### src/rtl/uart_rx.sv
// Oversampling UART receiver: 2-flop synchronised rx, mid-bit start check, LSB-first data.
// Define UART_RX_PARITY_EN to add one parity bit per frame (odd when PARITY_ODD=1).
module uart_rx #(
  parameter int DATA_BITS  = 8,
  parameter int OVERSAMPLE = 16,
  parameter int PARITY_ODD = 0
) (
  input  logic                 clk,
  input  logic                 rst,
  input  logic                 sample_tick,
  input  logic                 rx,
  output logic [DATA_BITS-1:0] rx_data,
  output logic                 rx_valid,
  output logic                 frame_err,
  output logic                 parity_err,
  output logic                 busy
);

  localparam int CW = $clog2(OVERSAMPLE);
  localparam int BW = $clog2(DATA_BITS);
  localparam logic [CW-1:0] MID_CNT  = CW'(OVERSAMPLE / 2 - 1);
  localparam logic [CW-1:0] LAST_CNT = CW'(OVERSAMPLE - 1);
  localparam logic [BW-1:0] LAST_BIT = BW'(DATA_BITS - 1);

  if (DATA_BITS < 5 || DATA_BITS > 8 || OVERSAMPLE < 4 || (OVERSAMPLE % 2) != 0 ||
      PARITY_ODD < 0 || PARITY_ODD > 1) begin : g_param_check
    $error("uart_rx: illegal parameter value");
  end

  typedef enum logic [2:0] {
    IDLE,
    START,
    DATA,
`ifdef UART_RX_PARITY_EN
    PARITY,
`endif
    STOP,
    BREAK
  } state_t;

  state_t               state;
  state_t               state_next;
  logic                 rx_meta;
  logic                 rx_sync;
  logic [CW-1:0]        cnt;
  logic [BW-1:0]        bit_cnt;
  logic [DATA_BITS-1:0] shift_reg;
  logic                 shift_en;
  logic                 stop_en;
`ifdef UART_RX_PARITY_EN
  localparam logic ODD = (PARITY_ODD != 0);
  logic                 parity_en;
  logic                 parity_bad;
`endif

  // Synchroniser flops reset to the idle-high line level so reset never looks like a start bit.
  always_ff @(posedge clk) begin
    if (rst) begin
      rx_meta <= 1'b1;
      rx_sync <= 1'b1;
    end else begin
      rx_meta <= rx;
      rx_sync <= rx_meta;
    end
  end

  always_ff @(posedge clk) begin
    if (rst) begin
      state   <= IDLE;
      cnt     <= '0;
      bit_cnt <= '0;
    end else begin
      state <= state_next;
      if (state_next != state) begin
        cnt <= '0;
      end else if (sample_tick) begin
        cnt <= (cnt == LAST_CNT) ? '0 : cnt + CW'(1);
      end
      if (state != DATA) begin
        bit_cnt <= '0;
      end else if (shift_en) begin
        bit_cnt <= bit_cnt + BW'(1);
      end
    end
  end

  always_comb begin
    state_next = state;
    shift_en   = 1'b0;
    stop_en    = 1'b0;
`ifdef UART_RX_PARITY_EN
    parity_en  = 1'b0;
`endif
    case (state)
      IDLE: begin
        if (sample_tick && !rx_sync) state_next = START;
      end
      START: begin
        if (sample_tick && cnt == MID_CNT) state_next = rx_sync ? IDLE : DATA;
      end
      DATA: begin
        if (sample_tick && cnt == LAST_CNT) begin
          shift_en = 1'b1;
          if (bit_cnt == LAST_BIT) begin
`ifdef UART_RX_PARITY_EN
            state_next = PARITY;
`else
            state_next = STOP;
`endif
          end
        end
      end
`ifdef UART_RX_PARITY_EN
      PARITY: begin
        if (sample_tick && cnt == LAST_CNT) begin
          parity_en  = 1'b1;
          state_next = STOP;
        end
      end
`endif
      STOP: begin
        if (sample_tick && cnt == LAST_CNT) begin
          stop_en    = 1'b1;
          state_next = rx_sync ? IDLE : BREAK;
        end
      end
      BREAK: begin
        if (sample_tick && rx_sync) state_next = IDLE;
      end
      default: state_next = IDLE;
    endcase
  end

  // Data shifts in from the top so the first (LSB) bit ends up in bit 0.
  always_ff @(posedge clk) begin
    if (rst) begin
      shift_reg <= '0;
      rx_data   <= '0;
      rx_valid  <= 1'b0;
      frame_err <= 1'b0;
    end else begin
      rx_valid <= stop_en;
      if (shift_en) shift_reg <= {rx_sync, shift_reg[DATA_BITS-1:1]};
      if (stop_en) begin
        rx_data   <= shift_reg;
        frame_err <= ~rx_sync;
      end
    end
  end

`ifdef UART_RX_PARITY_EN
  always_ff @(posedge clk) begin
    if (rst) begin
      parity_bad <= 1'b0;
      parity_err <= 1'b0;
    end else begin
      if (parity_en) parity_bad <= rx_sync ^ (^shift_reg) ^ ODD;
      if (stop_en) parity_err <= parity_bad;
    end
  end
`else
  assign parity_err = 1'b0;
`endif

  assign busy = (state != IDLE);

endmodule

### config.mk
export PLATFORM = sky130hd
export DESIGN_NAME = uart_rx
export DESIGN_NICKNAME = d
export VERILOG_FILES = /design/src/rtl/uart_rx.sv
export SDC_FILE = /design/constraint.sdc
export NUM_CORES = 1
export LEC_CHECK = 0
export ABC_AREA = 1
export CAP_MARGIN = 20
export CORE_MARGIN = 2
export CORE_UTILIZATION = 35
export CTS_CLUSTER_DIAMETER = 100
export DETAILED_ROUTE_END_ITERATION = 12
export GPL_TIMING_DRIVEN = 0
export PLACE_DENSITY = 0.63
export SLEW_MARGIN = 0
export SYNTH_ARGS = -nofsm -noshare
export SYNTH_HDL_FRONTEND = slang
export SYNTH_SLANG_ARGS = --single-unit
### constraint.sdc
create_clock -name clk -period 3.2 [get_ports clk]
set_input_delay 0.48 -clock clk [delete_from_list [all_inputs] [get_ports clk]]
set_output_delay 0.48 -clock clk [all_outputs]
set_load 0.02 [all_outputs]
==> flow_summary.json, run 1 <==
{
  "reg2reg_slack_ns": 1.63,
  "viasPerCell": 4.63,
  "hold_violations": 0,
  "cts_num_sinks": 30,
  "grtUsageTotal_pct": 13.4,
  "crit_start": "state[1]$_SDFF_PP0_",
  "fin_util_pct": 44.6,
  "status": "completed",
  "numPortBuffers": 12,
  "final-setup-viol-count": 0,
  "drv_slew": 0,
  "max_freq_mhz": 508,
  "rsz0062_at_grt": "no",
  "postSynthCellCount": 168,
  "cap_violations": 0,
  "worstSetupPathType": "register to output port",
  "period_minus_slack_ns": 1.97,
  "htreeDepth": 2,
  "ff2ff_path_depth": 8,
  "dpl.hpwl_um": 1700,
  "finalCritPeriodShare_pct": 61.5,
  "cts_root_buf": "clkbuf_8",
  "clk_latency_ns": 0.29,
  "worstReg2RegEnd": "cnt[3]$_SDFFE_PP0P_",
  "netlist_area_um2": 1350,
  "post_cts_buffers": 0,
  "drt_iter0_markers": 29,
  "synth-edff-count": 0,
  "fp.dieArea_um2": 4380,
  "cts_buffers": 5,
  "gp_congestion": 0.741,
  "power.density_nw_per_um2": 487,
  "crit_end": "busy",
  "tns_ns": 0,
  "start_util_pct": 36.7,
  "endpoint_kind": "output port",
  "syn_nets": 175,
  "die_height_um": 66.2,
  "ys_ff_latch": 30,
  "grt-ovfl-total": 0,
  "synthArstFlopShare_pct": 0,
  "cts_tree": "done",
  "hold_path_class": "register to register",
  "ir_worst_vdd_uv": 267,
  "drtAntennaViolNets": 0,
  "pin_count": 16,
  "grt_max_degree": 11,
  "ys_warn_count": 0,
  "grt_pass1_wl_um": 4400,
  "antenna_found_initial": 0,
  "crit_arrival_ns": 1.49,
  "synth_ff_type": "dfxtp_1",
  "clock_path_buffers": 2,
  "syn_area_per_cell_um2": 8.06,
  "row_count": 22,
  "cts-resized-gates": 0,
  "num_vias": 1087,
  "timing.rr.start": "cnt[0]$_SDFFE_PP0P_",
  "drc_errors": 0,
  "diodes": 0,
  "clk_pin_slew_ns": 0.06,
  "synthDistinctLibCells": 28,
  "drive_above_1_share_pct": 18.2,
  "coreArea_um2": 3690,
  "firstDrtPassIters": 4,
  "wl_um": 2390,
  "finClkSkew_ns": 0.00669,
  "cp.required_ns": 2.72,
  "area_growth_pct": 21.6,
  "cellLeakagePower_nw": 0.717,
  "yosysSeqAreaShare_pct": 44.4,
  "fill_cells": 376,
  "holdPathStages": 1,
  "cts_hold_buf": 0,
  "cp_max_fo": 5,
  "startpoint_type": "register",
  "nets": 194,
  "drt-wirelength-per-cell_um": 10.2,
  "die_x_um": 66.2,
  "grt_pass1_vias": 982
}
-- worst min path at each step --
stage                                  start                  to  slack, ns
final                     rx_meta$_SDFF_PP1_  rx_sync$_SDFF_PP1_       0.41
after global routing      rx_meta$_SDFF_PP1_  rx_sync$_SDFF_PP1_       0.45
after CTS                 rx_meta$_SDFF_PP1_  rx_sync$_SDFF_PP1_       0.41
after detailed placement  rx_meta$_SDFF_PP1_  rx_sync$_SDFF_PP1_       0.40
after global placement    rx_meta$_SDFF_PP1_  rx_sync$_SDFF_PP1_       0.39
after floorplan           rx_meta$_SDFF_PP1_  rx_sync$_SDFF_PP1_       0.39
-- synthesized netlist by cell type (2+ instances only) --
| cell type | instances | area (µm²) |
|---|---|---|
| a21oi_1 | 5 | 25.0 |
| buf_4 | 2 | 15.0 |
| clkbuf_1 | 2 | 7.51 |
| dfxtp_1 | 30 | 601 |
| ha_1 | 3 | 37.5 |
| inv_1 | 11 | 41.3 |
| inv_2 | 3 | 11.3 |
| nand2_1 | 14 | 52.6 |
| nand2_2 | 3 | 18.8 |
| nand3_1 | 4 | 20.0 |
| nand3_2 | 5 | 50.1 |
| nor2_1 | 45 | 169 |
| nor2_4 | 2 | 22.5 |
| nor3_2 | 4 | 40.0 |
| o21ai_0 | 21 | 105 |
| or2_2 | 2 | 12.5 |
-- cell usage in the layout (no fill, tap or decap), types with 3 or more instances in the layout --
master / netlist / final
nor2_1: 45 / 45
dfxtp_1: 30 / 30
o21ai_0: 21 / 21
nand2_1: 14 / 14
clkdlybuf4s50_1: 0 / 12
inv_1: 11 / 11
clkbuf_8: 0 / 6
nand3_2: 5 / 5
a21oi_1: 5 / 5
nand3_1: 4 / 4
nor3_2: 4 / 4
inv_2: 3 / 3
nand2_2: 3 / 3
ha_1: 3 / 3
-- per-stage QoR --
stage | total power [mW] | hold WS (ns) | setup slack (ns) | instance area (µm²) | std cells
after floorplan | 0.416 | 0.389 | 1.82 | 1350 | 168
after global placement | 0.424 | 0.395 | 1.53 | 1530 | 228
after detailed placement | 0.424 | 0.399 | 1.53 | 1530 | 228
after CTS | 0.810 | 0.415 | 1.22 | 1650 | 235
after global routing | 0.833 | 0.445 | 1.15 | 1650 | 235
final | 0.801 | 0.414 | 1.23 | 1650 | 235
-- layer usage --
| layer | vias up | share of wire, % | global-route usage, % |
|---|---|---|---|
| li1 | 582 | - | - |
| met1 | 483 | 48 | 16.7 |
| met2 | 16 | 46 | 20.6 |
| met3 | 6 | 3.9 | 3.58 |
| met4 | 0 | 2.8 | 7.65 |
| met5 | - | 0 | 0 |
-- report_power, final --
group	switching [mW]	total [mW]	internal, mW
clock network	0.138	0.386	0.249
logic	0.0216	0.0347	0.0131
registers	0.00281	0.380	0.378
-- critical path, stage by stage (launching register included) --
cell and delay [ns]:
dfxtp_1 0.43, nor2_1 0.09, nand2_1 0.08, clkdlybuf4s50_1 0.60
-- logic make-up after synthesis --
kind of cell	after synthesis	share of synthesized area [%]
compound gates	29	11.4
flops	30	44.4
buf+inv	19	5.82
fa+ha+maj	3	2.77
simple gates	86	35.4
other cells	1	0.277
-- layout make-up --
| cell class | count | area, µm² | share of cell area [%] |
|---|---|---|---|
| Tap cell | 48 | 60.1 | 3.65 |
| Multi-Input combinational cell | 119 | 674 | 41.0 |
| Clock buffer | 6 | 82.6 | 5.02 |
| Buffer | 4 | 22.5 | 1.37 |
| Sequential cell | 30 | 601 | 36.5 |
| Clock inverter | 1 | 30.0 | 1.82 |
| Inverter | 15 | 56.3 | 3.42 |
| Timing Repair Buffer | 12 | 120 | 7.29 |
Note: power is estimated with default switching activity, not from simulation.
==> run 2, diff against run 1 <==
==> constraint.sdc (replaced) <==
create_clock -name clk -period 1.9 [get_ports clk]
set_input_delay 0.285 -clock clk [delete_from_list [all_inputs] [get_ports clk]]
set_output_delay 0.285 -clock clk [all_outputs]
set_load 0.02 [all_outputs]
==> results of run 2 <==
The final DEF is identical to that of run 1. Status: completed.
Main changes from that run: setup slack after placement 1.53 ns -> 0.321 ns; setup slack after layout 1.23 ns -> 0.127 ns; hold slack 0.414 ns -> 0.349 ns; register-to-register setup slack 1.63 ns -> 0.33 ns; end point of the worst hold path rx_sync$_SDFF_PP1_ -> rx_valid$_SDFF_PP0_; total power 0.801 mW -> 1.35 mW; worst IR drop on VDD 267 µV -> 449 µV
